## src/rtl/stream_byte_packer_pkg.sv

```systemverilog
// Shared sizing for the byte-stream to word-stream path (skid_buffer, packer, word datapath).
package stream_byte_packer_pkg;

   function automatic int cnt_width(input int n);
      return (n > 1) ? $clog2(n) : 1;
   endfunction

   localparam int DEF_DATA_W         = 8;
   localparam int DEF_BYTES_PER_WORD = 4;
   localparam int WORD_W             = DEF_DATA_W * DEF_BYTES_PER_WORD;
   localparam int CNT_W              = cnt_width(DEF_BYTES_PER_WORD);

endpackage

```

## src/rtl/stream_word_reg.sv

```systemverilog
// Output holding register for packed words with a valid/ready handshake toward the word datapath.
module stream_word_reg #(
   parameter int WORD_W = 32,
   parameter int KEEP_W = 4
) (
   input  logic              clk,
   input  logic              reset,
   input  logic              load_i,
   input  logic [WORD_W-1:0] data_i,
   input  logic [KEEP_W-1:0] keep_i,
   input  logic              last_i,
   output logic              can_load_o,
   output logic              e_valid_o,
   output logic [WORD_W-1:0] e_data_o,
   output logic [KEEP_W-1:0] e_keep_o,
   output logic              e_last_o,
   input  logic              e_ready_i
);

   logic              valid_q, valid_d;
   logic [WORD_W-1:0] data_q, data_d;
   logic [KEEP_W-1:0] keep_q, keep_d;
   logic              last_q, last_d;

   // A new word may enter when the slot is empty or is being drained this cycle.
   assign can_load_o = !valid_q || e_ready_i;

   // Next-state: a load replaces the held word; a plain drain only clears valid.
   always_comb begin
      valid_d = valid_q;
      data_d  = data_q;
      keep_d  = keep_q;
      last_d  = last_q;
      if (load_i) begin
         valid_d = 1'b1;
         data_d  = data_i;
         keep_d  = keep_i;
         last_d  = last_i;
      end else if (valid_q && e_ready_i) begin
         valid_d = 1'b0;
      end else begin
         valid_d = valid_q;
      end
   end

   // State registers.
   always_ff @(posedge clk or posedge reset) begin
      if (reset) begin
         valid_q <= 1'b0;
         data_q  <= '0;
         keep_q  <= '0;
         last_q  <= 1'b0;
      end else begin
         valid_q <= valid_d;
         data_q  <= data_d;
         keep_q  <= keep_d;
         last_q  <= last_d;
      end
   end

   assign e_valid_o = valid_q;
   assign e_data_o  = data_q;
   assign e_keep_o  = keep_q;
   assign e_last_o  = last_q;

endmodule

```

## src/rtl/stream_byte_packer.sv

```systemverilog
// Packs a valid/ready byte stream into LSB-first words with keep and end-of-packet flags.
module stream_byte_packer
   import stream_byte_packer_pkg::*;
#(
   parameter int DATA_W         = DEF_DATA_W,
   parameter int BYTES_PER_WORD = DEF_BYTES_PER_WORD
) (
   input  logic                             clk,
   input  logic                             reset,
   input  logic                             i_valid_i,
   input  logic [DATA_W-1:0]                i_data_i,
   input  logic                             i_last_i,
   output logic                             i_ready_o,
   output logic                             e_valid_o,
   output logic [DATA_W*BYTES_PER_WORD-1:0] e_data_o,
   output logic [BYTES_PER_WORD-1:0]        e_keep_o,
   output logic                             e_last_o,
   input  logic                             e_ready_i
);

   localparam int OUT_W = DATA_W * BYTES_PER_WORD;
   localparam int CW    = cnt_width(BYTES_PER_WORD);
   localparam logic [CW-1:0] LAST_CNT = CW'(BYTES_PER_WORD - 1);

   logic                      can_load_s;
   logic                      in_fire_s;
   logic                      complete_s;
   logic [OUT_W-1:0]          acc_q, acc_d;
   logic [OUT_W-1:0]          word_s;
   logic [CW-1:0]             cnt_q, cnt_d;
   logic [BYTES_PER_WORD-1:0] keep_s;

   assign i_ready_o  = !reset && can_load_s;
   assign in_fire_s  = i_valid_i && i_ready_o;
   assign complete_s = in_fire_s && ((cnt_q == LAST_CNT) || i_last_i);

   // Lanes above the current one are already zero because completion clears the accumulator.
   always_comb begin
      word_s = acc_q;
      word_s[cnt_q*DATA_W +: DATA_W] = i_data_i;
      keep_s = '0;
      for (int k = 0; k < BYTES_PER_WORD; k++) begin
         keep_s[k] = (CW'(k) <= cnt_q);
      end
      acc_d = acc_q;
      cnt_d = cnt_q;
      if (complete_s) begin
         acc_d = '0;
         cnt_d = '0;
      end else if (in_fire_s) begin
         acc_d = word_s;
         cnt_d = cnt_q + CW'(1);
      end else begin
         acc_d = acc_q;
         cnt_d = cnt_q;
      end
   end

   // Accumulator and lane counter.
   always_ff @(posedge clk or posedge reset) begin
      if (reset) begin
         acc_q <= '0;
         cnt_q <= '0;
      end else begin
         acc_q <= acc_d;
         cnt_q <= cnt_d;
      end
   end

   stream_word_reg #(
      .WORD_W (OUT_W),
      .KEEP_W (BYTES_PER_WORD)
   ) u_word_reg (
      .clk        (clk),
      .reset      (reset),
      .load_i     (complete_s),
      .data_i     (word_s),
      .keep_i     (keep_s),
      .last_i     (i_last_i),
      .can_load_o (can_load_s),
      .e_valid_o  (e_valid_o),
      .e_data_o   (e_data_o),
      .e_keep_o   (e_keep_o),
      .e_last_o   (e_last_o),
      .e_ready_i  (e_ready_i)
   );

endmodule

```

## config.mk

```make
export PLATFORM = sky130hd
export DESIGN_NAME = stream_byte_packer
export DESIGN_NICKNAME = d
export VERILOG_FILES = /design/src/rtl/stream_byte_packer_pkg.sv /design/src/rtl/stream_word_reg.sv /design/src/rtl/stream_byte_packer.sv
export SDC_FILE = /design/constraint.sdc
export NUM_CORES = 1
export LEC_CHECK = 0
export CORE_MARGIN = 5
export CORE_UTILIZATION = 40
export DETAILED_ROUTE_END_ITERATION = 8
export PLACE_DENSITY = 0.61
export SYNTH_ARGS = -nofsm -noshare
export SYNTH_HDL_FRONTEND = slang
export SYNTH_SLANG_ARGS = --single-unit
```

## constraint.sdc

```tcl
create_clock -name clk -period 2.3 [get_ports clk]
set_clock_uncertainty 0.1 [all_clocks]
set_input_delay 0.345 -clock clk [delete_from_list [all_inputs] [get_ports clk]]
set_output_delay 0.345 -clock clk [all_outputs]
set_load 0.01 [all_outputs]
```

==> out/summary.txt, run 1 <==
total power -> 3.69 mW
cell row count -> 33
Tcrit/Tclk final -> 91.2%
layout cells sized above 1 -> 15.1%
core area -> 8260 µm²
setup slack, reg-to-reg -> 200 ps
crit-path cells -> inv_1, ha_1, and3b_1, and2_0, a32o_1
Crit Path Category -> flip-flop to flip-flop
Clock H-tree levels -> 3
pin count of the biggest net entering global routing -> 27
Crit Path Max Fanout -> 9
Post-CTS Setup Inserts -> 0
crit-path leading delay family -> simple AND/OR/NAND/NOR gates
Final Slew Violations -> 0
switching share of power -> 29.1%
LEAKAGE -> 1.79 nW
synth cell count leaders -> dfrtp_1 (72), a21oi_1 (34), a31oi_1 (26)
fill cell count -> 773
Final Critical Period -> 2100 ps
Gate Count Post-Synth -> 302
flops & latches, synth -> 72
Register Area -> 1800 µm²
1st-iter DRT viols -> 129
leading cell type by number of instances after synthesis -> dfrtp_1
area grow syn2layout -> 27.6%
drt pass-1 iters -> 5
P_int -> 2.61 mW
Via Count -> 2716
unrepaired setup endpoints after global routing -> false
Comb pwr share -> 27.3%
TritonCTS Buffers -> 9
routed wire length -> 8.66 mm
grt ovf -> 0
# nets final -> 372
CP peak stage delay -> 430 ps
Min-Delay Path Class -> input pin to asynchronous set/reset pin
CTS resizes -> 0
Fin. Hold Viols -> 0
top sig layer -> met4
Async SR Flop Fraction -> 100%
io pins -> 52
FF-to-FF End -> acc_q[28]
Post-Syn Nets -> 322
vias in the first global route -> 2704
residual DRC count -> 0
Placement Setup Slack -> 165 ps
I/O Buffers -> 51
Seq pwr share -> 41.0%
clock share of power -> 31.6%
crit path capture type -> flip-flop
Die Wd -> 102 µm
post-synthesis sequential area ratio -> 53.0%
Critical Path Slowest Stage Cell -> and3b_1
initial core utilization -> 41.1%
Worst Path Required -> 2480 ps
Post-DP HPWL -> 6.00 mm
ANT cells -> 0
CP arrival -> 2280 ps
multi-input logic area -> 1380 µm²
pwr/cell area -> 851 nW/µm²
Post-synth EDFFs -> 0
top-area cell type share of the netlist area -> 53.0%
dominant cell type by area after synthesis -> dfrtp_1
Fin Hold WS -> 369 ps
Worst Reg2Reg Path Length in Cells -> 5
Yosys Warn Count -> 0
Clock Path Buffers -> 2
final worst slack -> 203 ps
Via density -> 5.88
CP Buf/Inv Count -> 1
mapped cell area -> 3400 µm²
worst vdd ir -> 0.473 mV
Yosys cell types -> 41
relative slew slack -> 58.6%
wire length per cell -> 18.7 µm
Clock Latency Late Sink -> 340 ps
clock root buffer -> clkbuf_8
Switch Pwr -> 1.07 mW
GRT Util Overall -> 17.3%
Max Cap Viol -> 0
setup violators final -> 0
global-route wire length before repair -> 14.2 mm
Fin Setup TNS -> 0 ps
CTS tree -> built
gpl congestion -> 0.762
met3 wire length -> 499 µm
clk slew on worst S/H paths -> 80 ps
metal1 wirelength -> 3.76 mm
Slew @ Worst Pin -> 618 ps
f_max -> 477 MHz
top_reg_cell synth -> dfrtp_1
ranking of synthesized cells by area -> dfrtp_1 (53%), a32o_1 (7.1%), a21oi_1 (5.0%), a31oi_1 (4.8%), a32oi_1 (4.1%)
Antenna Nets Post-Route -> 0
Avg Cell Area, Syn -> 11.2 µm²
CTS Hold Bufs -> 0
status -> finished clean
die area -> 10400 µm²
Worst R2R Start -> cnt_q[0]
Detail Route met2 WL -> 4.32 mm
Startpoint Class -> flip-flop
sink count of the clock tree -> 72
initial antenna violation count -> 0
Die Height -> 102 µm
sequential cells by signal, indices dropped and copies added (netlist names):
name                  cells
u_word_reg.e_valid_o      1
u_word_reg.e_keep_o       4
u_word_reg.e_last_o       1
acc_q                    32
cnt_q                     2
u_word_reg.e_data_o      32
per-stage QoR:
step	instances	instance area, µm²	util (%)
final	462	4330	52.5
after detailed placement	446	4100	49.7
after CTS	462	4330	52.5
after floorplan	302	3400	-
after global routing	462	4330	52.5
after global placement	446	4100	49.7
layout make-up:
type / count / area share, %
inverters: 14 / 1.21
clock buffers: 14 / 3.98
repair buffers: 73 / 17.0
clock inverters: 2 / 1.39
multi-input cells: 182 / 31.8
well taps: 105 / 3.03
flip-flops and latches: 72 / 41.6
cell usage in the layout (no fill, tap or decap), types with 2 or more instances in the layout:
master           netlist  routed
o22ai_1                8       8
nor2_1                 4       4
clkbuf_8               0      12
buf_12                 0       5
a31oi_1               26      26
clkdlybuf4s50_1        0      51
nor2b_1                9       9
nand2_1                3       3
o21ai_0                3       3
nand3_1                9       9
a21oi_1               34      34
o211ai_2               2       2
o211ai_1               2       2
mux2_2                 8       8
clkbuf_1               2       2
ha_1                   7       7
a32oi_1               16      16
bufinv_16              0       2
dfrtp_1               72      72
nor3_4                 2       2
inv_1                 13      12
a22o_1                 8       8
a32o_1                24      24
buf_4                  3      17
power by group through the flow:
stage | clock network [mW] | registers (mW) | logic (mW)
after floorplan | 0 | 1.60 | 0.461
after global placement | 0 | 1.54 | 1.00
after detailed placement | 0 | 1.54 | 1.01
after CTS | 1.20 | 1.52 | 1.02
after global routing | 1.25 | 1.54 | 1.09
final | 1.17 | 1.51 | 1.01
cells by family after synthesis:
logic type               after synthesis  share of synthesized area, %
AO/OA/AOI/OAI                        125                          26.6
flip-flops                            72                          53.0
buffers and inverters                 48                          6.45
AND/OR/NAND/NOR                       41                          8.32
multiplexers                           9                          2.98
adder cells (fa/ha/maj)                7                          2.58
per-layer routing:
layer / GRT usage (%) / up-vias
met5: 0 / -
met4: 4.54 / 0
met3: 3.28 / 10
met2: 27.9 / 76
met1: 23.9 / 1363
li1: - / 1267
how the worst max path moves through the flow:
stage	cells after the start	start	slack (ps)	to
2_1_floorplan	1	reset	30	acc_q[0]
3_3_place_gp	4	reset	230	acc_q[2]
3_5_place_dp	4	reset	160	acc_q[6]
4_1_cts	5	cnt_q[0]	170	acc_q[25]
5_1_grt	5	cnt_q[0]	10	acc_q[28]
6_report	5	cnt_q[0]	200	acc_q[28]
No activity file was read; power rests on OpenSTA's default activity.
==> run 2: changes to the inputs <==
Settings changed: ABC_CLOCK_PERIOD_IN_PS set to 1900.
Clock period 2.3 ns to 1.9 ns, I/O delays scaled along.
==> out/summary.txt, run 2 (synthesis results as in run 1) <==
I/O Buffers -> 51 (unchanged)
Clock Latency Late Sink -> 340 ps (about the same)
most frequent cells in the layout -> dfrtp_1 (71), clkdlybuf4s50_1 (50), buf_4 (39)
cell row count -> 33 (unchanged)
Worst Path Required -> 2080 ps (-400 ps)
worst vdd ir -> 0.473 mV (about the same)
Layout Cells excl Fill -> 486 (+5.2%)
gpl congestion -> 0.764 (+0.25%)
Critical Path Slowest Stage Cell -> dfrtp_2
Clock Path Buffers -> 2 (unchanged)
grt ovf -> 0 (unchanged)
Post-DP HPWL -> 6.13 mm (+2.1%)
Startpoint Class -> flip-flop
layout cells sized above 1 -> 23.6% (+8.5 points)
fill cell count -> 742 (-4.0%)
Crit Path Max Fanout -> 5 (-4)
Min-Delay Path Class -> input pin to asynchronous set/reset pin
CTS tree -> built
cell depth of the worst setup path -> 6 (+1)
Register Area -> 1800 µm² (about the same)
CTS Hold Bufs -> 0 (unchanged)
Fin. Hold Viols -> 0 (unchanged)
clk slew on worst S/H paths -> 80 ps (about the same)
CP peak stage delay -> 430 ps (about the same)
Crit Path Category -> flip-flop to flip-flop
vias in the first global route -> 2823 (+4.4%)
pin count of the biggest net entering global routing -> 33 (+22%)
Max Cap Viol -> 0 (unchanged)
multi-input logic area -> 1400 µm² (+1.8%)
Tcrit/Tclk final -> 98.0% (+6.8 points)
Clock H-tree levels -> 3 (unchanged)
Worst Reg2Reg Path Length in Cells -> 6 (+1)
Via density -> 5.71 (-2.8%)
# nets final -> 396 (+6.5%)
GRT Util Overall -> 18.1% (+0.85 points)
Final Slew Violations -> 0 (unchanged)
setup violators final -> 0 (unchanged)
Via Count -> 2777 (+2.2%)
clock root buffer -> clkbuf_8
Antenna Nets Post-Route -> 0 (unchanged)
total power -> 4.38 mW (+19%)
f_max -> 537 MHz (+13%)
core area -> 8260 µm² (unchanged)
Die Wd -> 102 µm (unchanged)
commonest non-fill, non-tap cell in the layout -> dfrtp_1
Cells after DPL -> 468 (+4.9%)
residual DRC count -> 0 (unchanged)
TritonCTS Buffers -> 9 (unchanged)
sink count of the clock tree -> 72 (unchanged)
crit-path cells -> inv_6, ha_4, or3b_4, nor3_4, buf_4, a32o_1
Slew @ Worst Pin -> 482 ps (-136 ps)
LEAKAGE -> 1.90 nW (+6.6%)
final core occ -> 54.9% (+2.5 points)
CP arrival -> 2040 ps (-240 ps)
area grow syn2layout -> 33.6%
routed wire length -> 8.80 mm (+1.6%)
initial antenna violation count -> 0 (unchanged)
status -> finished clean
Die Height -> 102 µm (unchanged)
CP Buf/Inv Count -> 2 (+1)
ANT cells -> 0 (unchanged)
drt pass-1 iters -> 4 (-1)
initial core utilization -> 41.1% (unchanged)
crit path capture type -> flip-flop
Final Critical Period -> 1860 ps (-235 ps)
die area -> 10400 µm² (unchanged)
1st-iter DRT viols -> 103 (-20%)
relative slew slack -> 67.8% (+9.2 points)
global-route wire length before repair -> 14.7 mm (+3.5%)
wire length per cell -> 18.1 µm (-3.4%)
pwr/cell area -> 965 nW/µm² (+13%)
crit-path leading delay family -> simple AND/OR/NAND/NOR gates
io pins -> 52 (unchanged)
run 2: changes by cell type in the layout (fill, tap and decap cells not counted), moves of 2 or more:
cell / previous run / this run
buf_12: 5 / 7
buf_4: 17 / 39
clkbuf_8: 12 / 10
clkinv_2: 0 / 2
clkinvlp_4: 0 / 2
inv_1: 12 / 10
run 2: path summary, 6_finish.rpt:
path,from,to,slack (ps)
max,cnt_q[0],acc_q[23],40
min,reset,u_word_reg.e_last_o,350
max reg2reg,cnt_q[0],acc_q[23],40
min reg2reg,u_word_reg.e_keep_o[0],u_word_reg.e_keep_o[0],370
max in group asynchronous,reset,u_word_reg.e_data_o[30],850
min in group clk,u_word_reg.e_keep_o[0],u_word_reg.e_keep_o[0],370
run 2: per-stage QoR:
step | hold WS (ps) | TNS, ps | instance area (µm²) | setup WS (ps)
CTS | 350 | 0 | 4510 | 1.54
finish | 349 | 0 | 4540 | 38.3
global placement | 354 | -686 | 4310 | -37.4
global route | 393 | -22.6 | 4540 | -15.4
floorplan | 327 | -1500 | 3450 | -136
detailed placement | 362 | -886 | 4310 | -61.4
run 2: worst min-delay path, stage by stage:
cell and delay (ps):
clkdlybuf4s50_1 450, buf_4 160, clkinvlp_4 310
run 2: repair_timing:
item,in CTS,in global routing
setup endpoints to repair,18,40
resized for setup,3,8
gates cloned,0,0
buffers inserted,0,2
pin swaps,1,4
run 2: layout make-up:
cell class / count / area share [%]
sequential: 72 / 39.7
clock buffer: 11 / 3.12
timing repair buffer: 97 / 20.8
multi-input combinational: 182 / 30.9
inverter: 14 / 1.35
tap: 105 / 2.90
clock inverter: 5 / 1.24
run 2: per-layer routing:
| layer | up-vias | wire length [µm] | track usage, % | share of wire, % |
|---|---|---|---|---|
| met3 | 9 | 499 | 3.96 | 5.7 |
| met5 | - | 0 | 0 | 0 |
| met2 | 76 | 4150 | 28.5 | 47 |
| met1 | 1381 | 4050 | 25.3 | 46 |
| met4 | 0 | 97 | 5.25 | 1.1 |
| li1 | 1311 | - | - | - |
run 2: power by group:
| group | leakage [nW] | internal [mW] | switching (mW) |
|---|---|---|---|
| clock network | 0.0993 | 0.640 | 0.569 |
| logic | 0.871 | 0.682 | 0.651 |
| registers | 0.933 | 1.73 | 0.111 |
